--- config.mk ---
export PLATFORM = sky130hd
export DESIGN_NAME = packet_ingress_flat
export DESIGN_NICKNAME = d
export VERILOG_FILES = /design/src/rtl/packet_ingress_if.sv /design/src/rtl/packet_ingress.sv /design/src/flat_wrapper.sv
export SDC_FILE = /design/constraint.sdc
export NUM_CORES = 1
export LEC_CHECK = 0
export BUFFER_PORTS_ARGS = -buffer_cell sky130_fd_sc_hd__buf_2
export CAP_MARGIN = 5
export CELL_PAD_IN_SITES_DETAIL_PLACEMENT = 0
export CELL_PAD_IN_SITES_GLOBAL_PLACEMENT = 1
export CORE_MARGIN = 2
export CORE_UTILIZATION = 54
export DETAILED_ROUTE_END_ITERATION = 12
export PLACE_DENSITY_LB_ADDON = 0.1
export SETUP_SLACK_MARGIN = 0.02
export SLEW_MARGIN = 40
export SYNTH_ARGS = -nofsm -noshare
export SYNTH_HDL_FRONTEND = slang
export SYNTH_SLANG_ARGS = --single-unit
--- constraint.sdc ---
create_clock -name clk -period 6.84 [get_ports clk]
set_input_delay 0.342 -clock clk [delete_from_list [all_inputs] [get_ports clk]]
set_output_delay 0.342 -clock clk [all_outputs]
set_load 0.02 [all_outputs]
--- src/rtl/packet_ingress_if.sv ---
// packet_ingress_if: valid/ready spike packet handshake from the router
interface packet_ingress_if;
  logic        in_valid;
  logic [11:0] in_packet;
  logic        in_ready;
  modport master (output in_valid, output in_packet, input in_ready);
  modport slave  (input in_valid, input in_packet, output in_ready);
endinterface

--- src/rtl/packet_ingress.sv ---
// packet_ingress: buffers router spike packets and writes them to the scheduler, sequencing tick clear/advance
module packet_ingress #(
  parameter int DEPTH = 8
) (
  input  logic                     clk,
  input  logic                     reset_n,
  packet_ingress_if.slave          in_if,
  input  logic                     tick,
  output logic                     sch_wen,
  output logic [11:0]              sch_packet,
  output logic                     sch_clr,
  output logic                     sch_set,
  input  logic                     sch_error,
  output logic                     tick_done,
  output logic [$clog2(DEPTH):0]   occupancy,
  output logic [7:0]               err_count,
  output logic                     tick_overrun
);
  localparam int AW = $clog2(DEPTH);
  typedef enum logic [2:0] {IDLE, DRAIN, FLUSH, CLR, SET} state_t;
  state_t         state_q, state_d;
  logic [AW-1:0]  wr_q, wr_d, rd_q, rd_d;
  logic [AW:0]    cnt_q, cnt_d;
  logic           pend_q, pend_d, ovr_q, ovr_d;
  logic           wen_q, wen_d, clr_q, clr_d, set_q, set_d, done_q, done_d;
  logic [11:0]    pkt_q, pkt_d;
  logic [7:0]     err_q, err_d;
  logic [11:0]    mem [DEPTH];
  logic           push, pop;
  assign in_if.in_ready = (cnt_q != (AW+1)'(DEPTH)) && (state_q == IDLE || state_q == DRAIN);
  assign push = in_if.in_valid && in_if.in_ready;
  assign pop  = (state_q == DRAIN || state_q == FLUSH) && cnt_q != '0;
  always_comb begin
    wr_d    = push ? wr_q + 1'b1 : wr_q;
    rd_d    = pop ? rd_q + 1'b1 : rd_q;
    cnt_d   = cnt_q + (AW+1)'(push) - (AW+1)'(pop);
    // the SET cycle consumes the pending tick, so a tick landing there starts a fresh one
    pend_d  = (state_q == SET) ? tick : (pend_q | tick);
    ovr_d   = ovr_q | (tick & pend_q & (state_q != SET));
    state_d = (state_q == IDLE)  ? (pend_q ? FLUSH : (cnt_q != '0 ? DRAIN : IDLE)) :
              (state_q == DRAIN) ? (pend_q ? FLUSH : (cnt_q == '0 ? IDLE : DRAIN)) :
              (state_q == FLUSH) ? (cnt_q == '0 ? CLR : FLUSH) :
              (state_q == CLR)   ? SET : IDLE;
    wen_d   = pop;
    pkt_d   = pop ? mem[rd_q] : pkt_q;
    clr_d   = state_d == CLR;
    set_d   = state_d == SET;
    done_d  = state_d == SET;
    err_d   = (wen_q && sch_error && err_q != 8'hFF) ? err_q + 8'd1 : err_q;
  end
  always_ff @(posedge clk or negedge reset_n) begin
    if (!reset_n) begin
      state_q <= IDLE;
      wr_q    <= '0;
      rd_q    <= '0;
      cnt_q   <= '0;
      pend_q  <= 1'b0;
      ovr_q   <= 1'b0;
      wen_q   <= 1'b0;
      clr_q   <= 1'b0;
      set_q   <= 1'b0;
      done_q  <= 1'b0;
      pkt_q   <= '0;
      err_q   <= '0;
    end else begin
      state_q <= state_d;
      wr_q    <= wr_d;
      rd_q    <= rd_d;
      cnt_q   <= cnt_d;
      pend_q  <= pend_d;
      ovr_q   <= ovr_d;
      wen_q   <= wen_d;
      clr_q   <= clr_d;
      set_q   <= set_d;
      done_q  <= done_d;
      pkt_q   <= pkt_d;
      err_q   <= err_d;
    end
  end
  always_ff @(posedge clk) begin
    if (push) mem[wr_q] <= in_if.in_packet;
  end
  assign sch_wen      = wen_q;
  assign sch_packet   = pkt_q;
  assign sch_clr      = clr_q;
  assign sch_set      = set_q;
  assign tick_done    = done_q;
  assign occupancy    = cnt_q;
  assign err_count    = err_q;
  assign tick_overrun = ovr_q;
endmodule
--- src/flat_wrapper.sv ---
// flat-port wrapper written by rule: the top's interface ports become plain ports
module packet_ingress_flat 
#(
  parameter int DEPTH = 8
)
  (clk, reset_n, tick, sch_wen, sch_packet, sch_clr, sch_set, sch_error, tick_done, occupancy, err_count, tick_overrun, in_if_in_valid, in_if_in_packet, in_if_in_ready);
  packet_ingress_if in_if_i ();
  input  logic clk;
  input  logic reset_n;
  input  logic tick;
  output logic sch_wen;
  output logic [11:0] sch_packet;
  output logic sch_clr;
  output logic sch_set;
  input  logic sch_error;
  output logic tick_done;
  output logic [$clog2(DEPTH):0] occupancy;
  output logic [7:0] err_count;
  output logic tick_overrun;
  input wire logic [$bits(in_if_i.in_valid)-1:0] in_if_in_valid;
  input wire logic [$bits(in_if_i.in_packet)-1:0] in_if_in_packet;
  output wire logic [$bits(in_if_i.in_ready)-1:0] in_if_in_ready;
  assign in_if_i.in_valid = in_if_in_valid;
  assign in_if_i.in_packet = in_if_in_packet;
  assign in_if_in_ready = in_if_i.in_ready;
  packet_ingress #(.DEPTH(DEPTH)) u_core (.clk(clk), .reset_n(reset_n), .in_if(in_if_i), .tick(tick), .sch_wen(sch_wen), .sch_packet(sch_packet), .sch_clr(sch_clr), .sch_set(sch_set), .sch_error(sch_error), .tick_done(tick_done), .occupancy(occupancy), .err_count(err_count), .tick_overrun(tick_overrun));
endmodule
==> run metrics, run 1 <==
Comb pwr share 33.3%; FF-to-FF path depth 10; HPWL Detailed 6470 microns; CP arrival approximately 3.7 ns; Primary FF master, synth edfxtp_1; # setup viols final 0; Pwr Total approximately 3.0 mW; Top Ports 47; die width approximately 110 microns; Worst Skew roughly 0.0059 ns; period utilization between 40% and 50%; Worst Hold Depth 2; Hold Path Class in2reg; end-of-flow core utilization 66.4%; fin crit period roughly 3.3 ns; sequential share of power between 30 and 40%; YS warnings 0; largest net degree at the start of global routing 51; TNS Setup 0 ns; area grow syn2layout 18.3%; Setup Fix Bufs, Post-CTS 0; max-slew violation count 0; Synth Cell Area between 5000 and 6000 sq um; Clock Power Share between 20% and 30%; final hold violations 0; Worst-path clk slew ~0.060 ns; Power Internal 2.03 mW; remaining global-route overflow 0; Worst Path Max Fanout 17; Synth cell types between 40 and 50; relative max-transition margin between 40% and 50%; Hold Buf Count CTS 1; Placer Congestion ~0.78; Reg2Reg Setup Slack ~3.5 ns; HP Start tick; critical path type reg2reg; share of post-route cells with drive strength above 1 between 30% and 40%; RSZ-0062 raised after global routing no; DRT Wirelength approximately 10,000 microns; number of global-route vias before repair 3,103; ANT nets after route 0; Avg WL per Cell 19.0 microns; TritonCTS sink count ~130; Nets 430; CTS root buf clkbuf_8; die footprint about 11,000 sq um; Crit path required time between 7 and 8 ns; sequential element share of the synthesized area 69.6%; Avg Vias per Cell ~5.5; CP startpoint kind flip-flop; Placed Cells about 520; FP Rows 36; Worst Hold End u_core.pend_q; Port Buf Inserts 46; Ant. Diodes 0; via count around 3.0k; CTS buffer count 17; Longest Clk Path Bufs 2; initial antenna violation count 0; post_cts resized 0; pwr dens around 470 nW/um^2; NetSw roughly 1 mW; Peak Freq about 0.3 GHz; initial core utilization 56.1%; Skew-Pair Late Insertion Delay about 0.51 ns; DRC 0; Max-Cap Viols 0; All-Layer GR Usage between 20% and 30%; Leak Pwr between 2 and 3 nW; Avg Cell Area, Syn 16.0 sq um; async set-or-reset flop fraction in the synthesized netlist between 20% and 30%; Sw Share 33.2%; Post-Syn Instances between 300 and 400; CORE AREA approximately 10000 sq um; maximum vdd drop 0.202 mV; Crit. End Element flip-flop; number of enable flip-flop cells after synthesis between 90 and 100; worst-margin pin slew about 0.77 ns; Non-Filler Instances about 550; first-pass GRT wire length 16,600 microns; status complete, no violations; die height about 110 microns; RR Endpoint u_core.occupancy[2]; TritonCTS clock tree yes; DRT iter0 DRCs between 150 and 200; syn nets between 300 and 400; hold slack between 0.02 and 0.03 ns; H-tree Lvls 4; FF+latch count, synth about 130; Reg-to-Reg Start u_core.occupancy[2]; DR pass1 iterations 4; fillers 742
## logic make-up after synthesis
logic type                 after synthesis  share of synthesized area, %
AOI/OAI and AO/OA                       60                          8.67
xor gates and xnor gates                11                          1.75
adders and majority gates               10                          2.41
buffers and inverters                   29                          2.43
DFF                                    134                          69.6
muxes                                   53                          10.3
and+or+nand+nor                         47                          4.93
## cell type report
type	count	area, sq um	area share [%]
clock inverters	12	159	2.44
well taps	133	166	2.55
repair buffers	58	325	4.99
flip-flops and latches	134	3830	58.8
clock buffers	20	425	6.52
inverters	11	41.3	0.633
multi-input cells	181	1570	24.0
## critical path: stages, from the launching register on
cell     delay [ns]
dfrtp_1        0.37
inv_1          0.10
ha_1           0.16
nor3b_4        0.62
or3_1          0.69
inv_1          0.15
ha_1           0.31
inv_1          0.04
ha_1           0.20
fa_1           0.40
xor2_1         0.15
## worst max-delay path by stage
stage / from / endpoint / slack (ns) / cells after the start
detailed placement: u_core.occupancy[2] / u_core.occupancy[2] / 3.53 / 10
finish: u_core.occupancy[2] / u_core.occupancy[2] / 3.53 / 10
CTS: u_core.occupancy[2] / u_core.occupancy[2] / 3.52 / 10
global placement: u_core.occupancy[2] / u_core.occupancy[2] / 3.44 / 10
floorplan: u_core.occupancy[2] / u_core.occupancy[2] / 4.24 / 12
global route: u_core.occupancy[2] / u_core.occupancy[2] / 3.29 / 10
## cells in the mapped netlist (8+ instances only)
cell	count	area share [%]
mux2i_1	25	4.5
inv_1	11	0.75
edfxtp_1	96	52
o31ai_2	8	1.8
dfrtp_1	38	17
clkbuf_1	9	0.61
a22o_1	12	1.9
o31ai_1	16	2.2
nor2_1	11	0.75
ha_1	9	2.0
mux2_2	28	5.7
o22ai_1	12	1.4
## per-layer routing
| layer | vias to the layer above | GRT usage, % | part of all wire [%] |
|---|---|---|---|
| met3 | 15 | 4.74 | 4.1 |
| met4 | 0 | 9.43 | 2.3 |
| met1 | 1506 | 27.3 | 46 |
| li1 | 1447 | - | - |
| met5 | - | 0 | 0 |
| met2 | 75 | 31.9 | 47 |
## power by group through the flow
stage                     registers, mW  clock network, mW  logic, mW
after floorplan                    1.19                  0      0.699
after global placement             1.13                  0      0.995
after detailed placement           1.14                  0       1.02
after CTS                          1.13              0.903       1.02
after global routing               1.15              0.944       1.11
final                              1.13              0.894       1.01
## metrics by stage
step                worst slack, ns  cell area (sq um)
global route                   3.29               6520
finish                         3.53               6520
floorplan                      4.24               5510
global placement               3.44               5910
CTS                            3.52               6520
detailed placement             3.53               5930
## cell usage in the layout, fill, tap and decap left out, types with 3 or more instances in the layout
master,instances
a21oi_1,4
a22o_1,12
buf_2,45
buf_4,12
bufinv_16,4
clkbuf_1,3
clkbuf_16,16
clkinv_1,3
clkinv_2,4
dfrtp_1,37
edfxtp_1,96
ha_1,9
inv_1,11
mux2_2,28
mux2i_1,25
nand2_1,6
nand2b_1,3
nand3_1,4
nand4_1,3
nor2_1,11
o22ai_1,12
o31ai_1,16
o31ai_2,8
or3_1,3
xnor2_1,4
xor2_1,6
## state kept, by name, summed over array words and instances, names as in the netlist
signal,flops
u_core.mem,96
u_core.sch_packet,12
u_core.err_count,8
u_core.occupancy,4
u_core.rd_q,3
u_core.state_q,3
u_core.wr_q,3
u_core.pend_q,1
u_core.sch_clr,1
u_core.sch_set,1
u_core.sch_wen,1
u_core.tick_overrun,1
No activity file was read; power rests on OpenSTA's default activity.
==> inputs of run 2 (changes only) <==
--- a/config.mk
+++ b/config.mk
@@ -10,7 +10,7 @@
 export CELL_PAD_IN_SITES_DETAIL_PLACEMENT = 0
 export CELL_PAD_IN_SITES_GLOBAL_PLACEMENT = 1
 export CORE_MARGIN = 2
-export CORE_UTILIZATION = 54
+export CORE_UTILIZATION = 50
 export DETAILED_ROUTE_END_ITERATION = 12
 export PLACE_DENSITY_LB_ADDON = 0.1
 export SETUP_SLACK_MARGIN = 0.02
==> constraint.sdc (replaced) <==
create_clock -name clk -period 3.1 [get_ports clk]
set_input_delay 0.155 -clock clk [delete_from_list [all_inputs] [get_ports clk]]
set_output_delay 0.155 -clock clk [all_outputs]
set_load 0.02 [all_outputs]
==> run 2 against run 1 <==
Sequential share of layout area fell by 1.6 points. First-iteration DRC count grew 45%. Largest cell class unchanged. Clock-buffer cell count down 2. Critical path depth grew 1. Highest routed layer unchanged. Maximum frequency rose by 47%. Clock skew is 0.0054 ns higher. Worst setup slack lost 2.7 ns. Critical path type unchanged.
==> run metrics, run 2 (synthesis results as in run 1) <==
HPWL Detailed 6590 microns (+1.8%); relative max-transition margin 52.2% (+3.6 points); Hold Path Class in2reg; CP startpoint kind flip-flop; CTS root buf clkbuf_8; sequential share of power 37.4% (+0.2 points); Worst Path Max Fanout 3 (-14); placed standard-cell area 5970 sq um (+0.76%); DRT iter0 DRCs 240 (+45%); All-Layer GR Usage 20.7% (+0.29 points); Crit. End Element flip-flop; TritonCTS sink count 134 (unchanged); fillers 818 (+10%); DR pass1 iterations 5 (+1); TritonCTS clock tree yes; Multi-input gate area 1550 sq um (-0.88%); largest delay contributor family on the critical path adder cells; DRC 0 (unchanged); Top Ports 47 (unchanged); end-of-flow core utilization 62.1% (-4.3 points); hold slack 0.0586 ns (+0.0292 ns); DRT Wirelength 11,100 microns (+6.5%); Leak Pwr 2.63 nW (+3.0%); share of post-route cells with drive strength above 1 30.9% (+0.59 points); max-slew violation count 0 (unchanged); Ant. Diodes 0 (unchanged); most common cell after layout, fill and taps aside edfxtp_1; Comb pwr share 33.4% (about the same); via count 3,183 (+4.6%); slowest cell delay on critical path 0.36 ns (-0.33 ns); TNS Setup 0 ns (unchanged); Nets 448 (+4.2%); area grow syn2layout 21.6%; Critical path buffers and inverters 3 (unchanged); pwr dens 1010 nW/um^2 (+120%); Port Buf Inserts 46 (unchanged); critical path type reg2reg; Power Internal 4.46 mW (+120%); fin crit period 2.26 ns (-1.06 ns); maximum vdd drop 0.602 mV (+200%); die height 109 microns (+3.8%); Placer Congestion 0.732 (-5.6%); remaining global-route overflow 0 (unchanged); die footprint 11,900 sq um (+7.7%); Longest Clk Path Bufs 2 (unchanged); register area 3830 sq um (unchanged); Worst-path clk slew 0.06 ns (about the same); ANT nets after route 0 (unchanged); critical path, cell by cell inv_1 > ha_1 > nor3b_2 > or3_1 > inv_1 > ha_1 > inv_1 > ha_1 > a21o_1 > a21oi_1 > xor2_1; FP Rows 38 (+5.6%); Skew-Pair Late Insertion Delay 0.51 ns (about the same); # setup viols final 0 (unchanged); number of global-route vias before repair 3,291 (+6.1%); CTS buffer count 17 (unchanged); Sw Share 34.0% (+0.86 points); Pwr Total 6.76 mW (+120%); max FFs per register 96 (unchanged); H-tree Lvls 4 (unchanged); initial antenna violation count 0 (unchanged); period utilization 72.8% (+24 points); die width 109 microns (+3.8%); final hold violations 0 (unchanged); Avg WL per Cell 19.3 microns (+1.9%); Setup Fix Bufs, Post-CTS 0 (unchanged); Worst Skew 0.0113 ns (+0.00542 ns); initial core utilization 51.1% (-5.1 points); Clock Power Share 29.2% (-0.3 points); Max-Cap Viols 0 (unchanged); CP arrival 2.69 ns (-1.02 ns); Most flops, register u_core.mem; post-route cell area 6700 sq um (+2.8%); CORE AREA 10,800 sq um (+9.9%); most frequent cells in the layout 96 x edfxtp_1, 45 x buf_2, 37 x dfrtp_1; Peak Freq 0.443 GHz (+47%); NetSw 2.30 mW (+130%); Avg Vias per Cell 5.55 (about the same); largest net degree at the start of global routing 39 (-24%); CP max stage cell or3_1; RSZ-0062 raised after global routing no; Crit path required time 3.53 ns (-3.71 ns); status complete, no violations; worst-margin pin slew 0.717 ns (-0.0533 ns); first-pass GRT wire length 17,600 microns (+5.9%)
==> run 2: path summary, 6_finish.rpt <==
check,startpoint,endpoint,slack [ns],depth (start not counted)
worst max-delay path,u_core.occupancy[2],u_core.occupancy[3],0.84,11
worst min-delay path,sch_error,u_core.err_count[2],0.06,4
worst max register to register,u_core.occupancy[2],u_core.occupancy[3],0.84,11
worst min register to register,u_core.tick_overrun,u_core.tick_overrun,0.47,1
max in group asynchronous,reset_n,u_core.rd_q[0],2.54,2
min in group asynchronous,reset_n,u_core.occupancy[1],0.18,2
==> run 2: cell type report <==
type / instances / area share [%]
Sequential cell: 134 / 57.2
Multi-Input combinational cell: 181 / 23.2
Timing Repair Buffer: 76 / 7.54
Clock buffer: 18 / 6.24
Tap cell: 140 / 2.61
Clock inverter: 14 / 2.58
Inverter: 11 / 0.616
==> run 2: per-stage QoR <==
stage,setup WS [ns],std cells
3_3_place_gp,0.913,528
5_1_grt,0.674,574
6_report,0.843,574
4_1_cts,0.832,574
3_5_place_dp,0.849,528
2_1_floorplan,0.496,344
==> run 2: worst register-to-register path: stages, from the launching register on <==
cell	delay, ns
dfrtp_1	0.34
inv_1	0.07
ha_1	0.19
nor3b_2	0.15
or3_1	0.36
inv_1	0.09
ha_1	0.14
inv_1	0.07
ha_1	0.28
a21o_1	0.16
a21oi_1	0.17
xor2_1	0.15
==> run 2: repair_timing <==
action                                 in CTS  in global routing
resized for setup                           0                  0
hold buffers                               14                  0
endpoints found under the hold margin     136                  0
==> run 2: per-layer routing <==
layer | vias to the layer above | share of wire [%] | global-route usage [%]
met3 | 16 | 3.0 | 4.18
met5 | - | 0 | 0
li1 | 1488 | - | -
met1 | 1615 | 44 | 25.3
met2 | 64 | 51 | 36.2
met4 | 0 | 1.6 | 7.88
==> run 2: power by group through the flow <==
stage	combinational, mW	clock [mW]	sequential, mW
finish	2.26	1.97	2.53
global route	2.49	2.09	2.58
CTS	2.29	2.01	2.53
detailed placement	2.27	0	2.57
global placement	2.23	0	2.55
floorplan	1.54	0	2.62
==> inputs of run 3 (changes only) <==
==> constraint.sdc (replaced) <==
create_clock -name clk -period 2.2 [get_ports clk]
set_input_delay 0.11 -clock clk [delete_from_list [all_inputs] [get_ports clk]]
set_output_delay 0.11 -clock clk [all_outputs]
set_load 0.02 [all_outputs]
==> run 3 against run 2 <==
First-iteration DRC count is 14% lower. Critical path depth stayed put. Clock-buffer cell count stayed put. Largest power group is now combinational logic. Design area is 3.5% higher. Hold slack better by 0.092 ns. Final cell count is 2.1% higher. Register-to-register slack worse by 0.75 ns. Core utilization is 2.2 points higher. Power is 47% higher.
==> run metrics, run 3 (synthesis results as in run 1) <==
Longest Clk Path Bufs 2 (unchanged); wire length on met3 480 microns (+43%); pwr dens 1430 nW/um^2 (+42%); DRC 0 (unchanged); Worst-path clk slew 0.06 ns (about the same); fin crit period 2.11 ns (-0.147 ns); Top Ports 47 (unchanged); RSZ-0062 raised after global routing no; Sw Share 33.7% (-0.31 points); highest metal used met4; worst-margin pin slew 0.683 ns (-0.0341 ns); Worst Path Max Fanout 3 (unchanged); share of post-route cells with drive strength above 1 35.9% (+5.0 points); initial antenna violation count 0 (unchanged); Placer Congestion 0.724 (-1.1%); PnR worst setup slack 0.0903 ns (-0.753 ns); Avg WL per Cell 19.6 microns (+1.6%); most common cell after layout, fill and taps aside edfxtp_1; Crit. End Element flip-flop; area grow syn2layout 25.9%; number of global-route vias before repair 3,368 (+2.3%); initial core utilization 51.1% (unchanged); Port Buf Inserts 46 (unchanged); die width 109 microns (unchanged); Critical path buffers and inverters 3 (unchanged); status complete, no violations; slowest cell delay on critical path 0.39 ns (+0.03 ns); Placed Cells 538 (+1.9%); Avg Vias per Cell 5.50 (-0.76%); H-tree Lvls 4 (unchanged); DRT Wirelength 11,500 microns (+3.8%); Skew-Pair Late Insertion Delay 0.52 ns (about the same); CP startpoint kind flip-flop; CTS root buf clkbuf_8; Most flops, register u_core.mem; routed length on met2 6020 microns (+6.4%); first-pass GRT wire length 17,700 microns (+0.43%); Nets 460 (+2.7%); die height 109 microns (unchanged); post-route cell area 6940 sq um (+3.5%); TritonCTS sink count 134 (unchanged); Power Internal 6.57 mW (+47%); Worst Skew 0.00760 ns (-0.00373 ns); All-Layer GR Usage 21.0% (+0.29 points); ANT nets after route 0 (unchanged); remaining global-route overflow 0 (unchanged); fillers 790 (-3.4%); maximum vdd drop 0.719 mV (+19%); relative max-transition margin 54.4% (+2.2 points); Max-Cap Viols 0 (unchanged); DR pass1 iterations 6 (+1); Ant. Diodes 0 (unchanged); critical path, cell by cell inv_2 > ha_4 > nor3b_4 > or3_4 > inv_4 > ha_4 > inv_2 > ha_4 > a21o_1 > a21oi_2 > xor2_1; die footprint 11,900 sq um (unchanged); critical path type reg2reg; Non-Filler Instances 586 (+2.1%); Pwr Total 9.91 mW (+47%); period utilization 95.9% (+23 points); sequential share of power 35.0% (-2.4 points); most frequent cells in the layout 96 x edfxtp_1, 46 x buf_2, 35 x dfrtp_1; HPWL Detailed 7170 microns (+8.9%); Metal-1 WL 4900 microns (-0.10%); CP arrival 2.55 ns (-0.14 ns); final hold violations 0 (unchanged); Critical Path Most Common Cell ha_4; CTS buffer count 17 (unchanged); CP max stage cell or3_4; NetSw 3.34 mW (+45%); CORE AREA 10,800 sq um (unchanged); FP Rows 38 (unchanged); Setup WS pre-CTS 0.0311 ns (-0.818 ns); Hold Path Class in2async; DRT iter0 DRCs 207 (-14%); max-slew violation count 0 (unchanged); Leak Pwr 2.69 nW (+2.4%); Peak Freq 0.474 GHz (+7.0%); # setup viols final 0 (unchanged); max FFs per register 96 (unchanged); placed standard-cell area 6150 sq um (+3.1%); largest delay contributor family on the critical path simple AND/OR/NAND/NOR gates; largest net degree at the start of global routing 51 (+31%); TritonCTS clock tree yes; Clock Power Share 28.7% (-0.5 points); Comb pwr share 36.3% (+2.9 points); Crit path required time 2.64 ns (-0.89 ns); via count 3,225 (+1.3%)
[run 3: what timing repair did]
action / 4_1_cts / 5_1_grt
pin swaps: 0 / 5
hold endpoints to repair: 123 / 0
gates resized for setup: 1 / 4
setup buffers: 0 / 1
setup endpoints to repair: 1 / 10
hold buffers: 15 / 0
[run 3: worst reg2reg max path: stages, from the launching register on]
cell	delay, ns
dfrtp_2	0.38
inv_2	0.05
ha_4	0.14
nor3b_4	0.14
or3_4	0.39
inv_4	0.07
ha_4	0.12
inv_2	0.05
ha_4	0.23
a21o_1	0.18
a21oi_2	0.14
xor2_1	0.15
[run 3: metal layers]
layer  GRT usage, %  vias to the layer above
met5              0                        -
met4           7.33                        0
met3           5.98                        9
met2           37.4                       75
met1           24.2                     1633
li1               -                     1508
[run 3: final timing paths]
| kind | endpoint | cells past startpoint | slack [ns] | start |
|---|---|---|---|---|
| max | u_core.occupancy[3] | 11 | 0.09 | u_core.occupancy[3] |
| min | u_core.tick_overrun | 2 | 0.15 | reset_n |
| max reg2reg | u_core.occupancy[3] | 11 | 0.09 | u_core.occupancy[3] |
| min reg2reg | u_core.tick_overrun | 1 | 0.48 | u_core.tick_overrun |
| max in group asynchronous | u_core.sch_packet[8] | 3 | 1.46 | reset_n |
| min in group clk | u_core.wr_q[2] | 5 | 0.16 | in_if_in_valid |
[run 3: power by group through the flow]
stage                     registers (mW)  logic (mW)  clock network, mW
after global placement              3.49        3.45                  0
final                               3.47        3.60               2.84
after detailed placement            3.51        3.50                  0
after floorplan                     3.72        2.35                  0
after global routing                3.52        3.93               2.99
after CTS                           3.46        3.56               2.88
[run 3: through the flow]
step	utilization (%)	hold slack, ns	setup TNS [ns]
2_1_floorplan	-	-0.186	-0.594
3_3_place_gp	57.0	0.164	0
3_5_place_dp	57.0	0.170	0
4_1_cts	64.0	0.143	0
5_1_grt	64.3	0.177	0
6_report	64.3	0.150	0
[run 3: layout make-up]
cell class / count / area (sq um) / share of cell area [%]
Multi-Input combinational cell: 181 / 1640 / 23.6
Clock inverter: 14 / 183 / 2.63
Tap cell: 140 / 175 / 2.52
Clock buffer: 18 / 418 / 6.02
Timing Repair Buffer: 88 / 646 / 9.31
Inverter: 11 / 43.8 / 0.631
Sequential cell: 134 / 3840 / 55.3
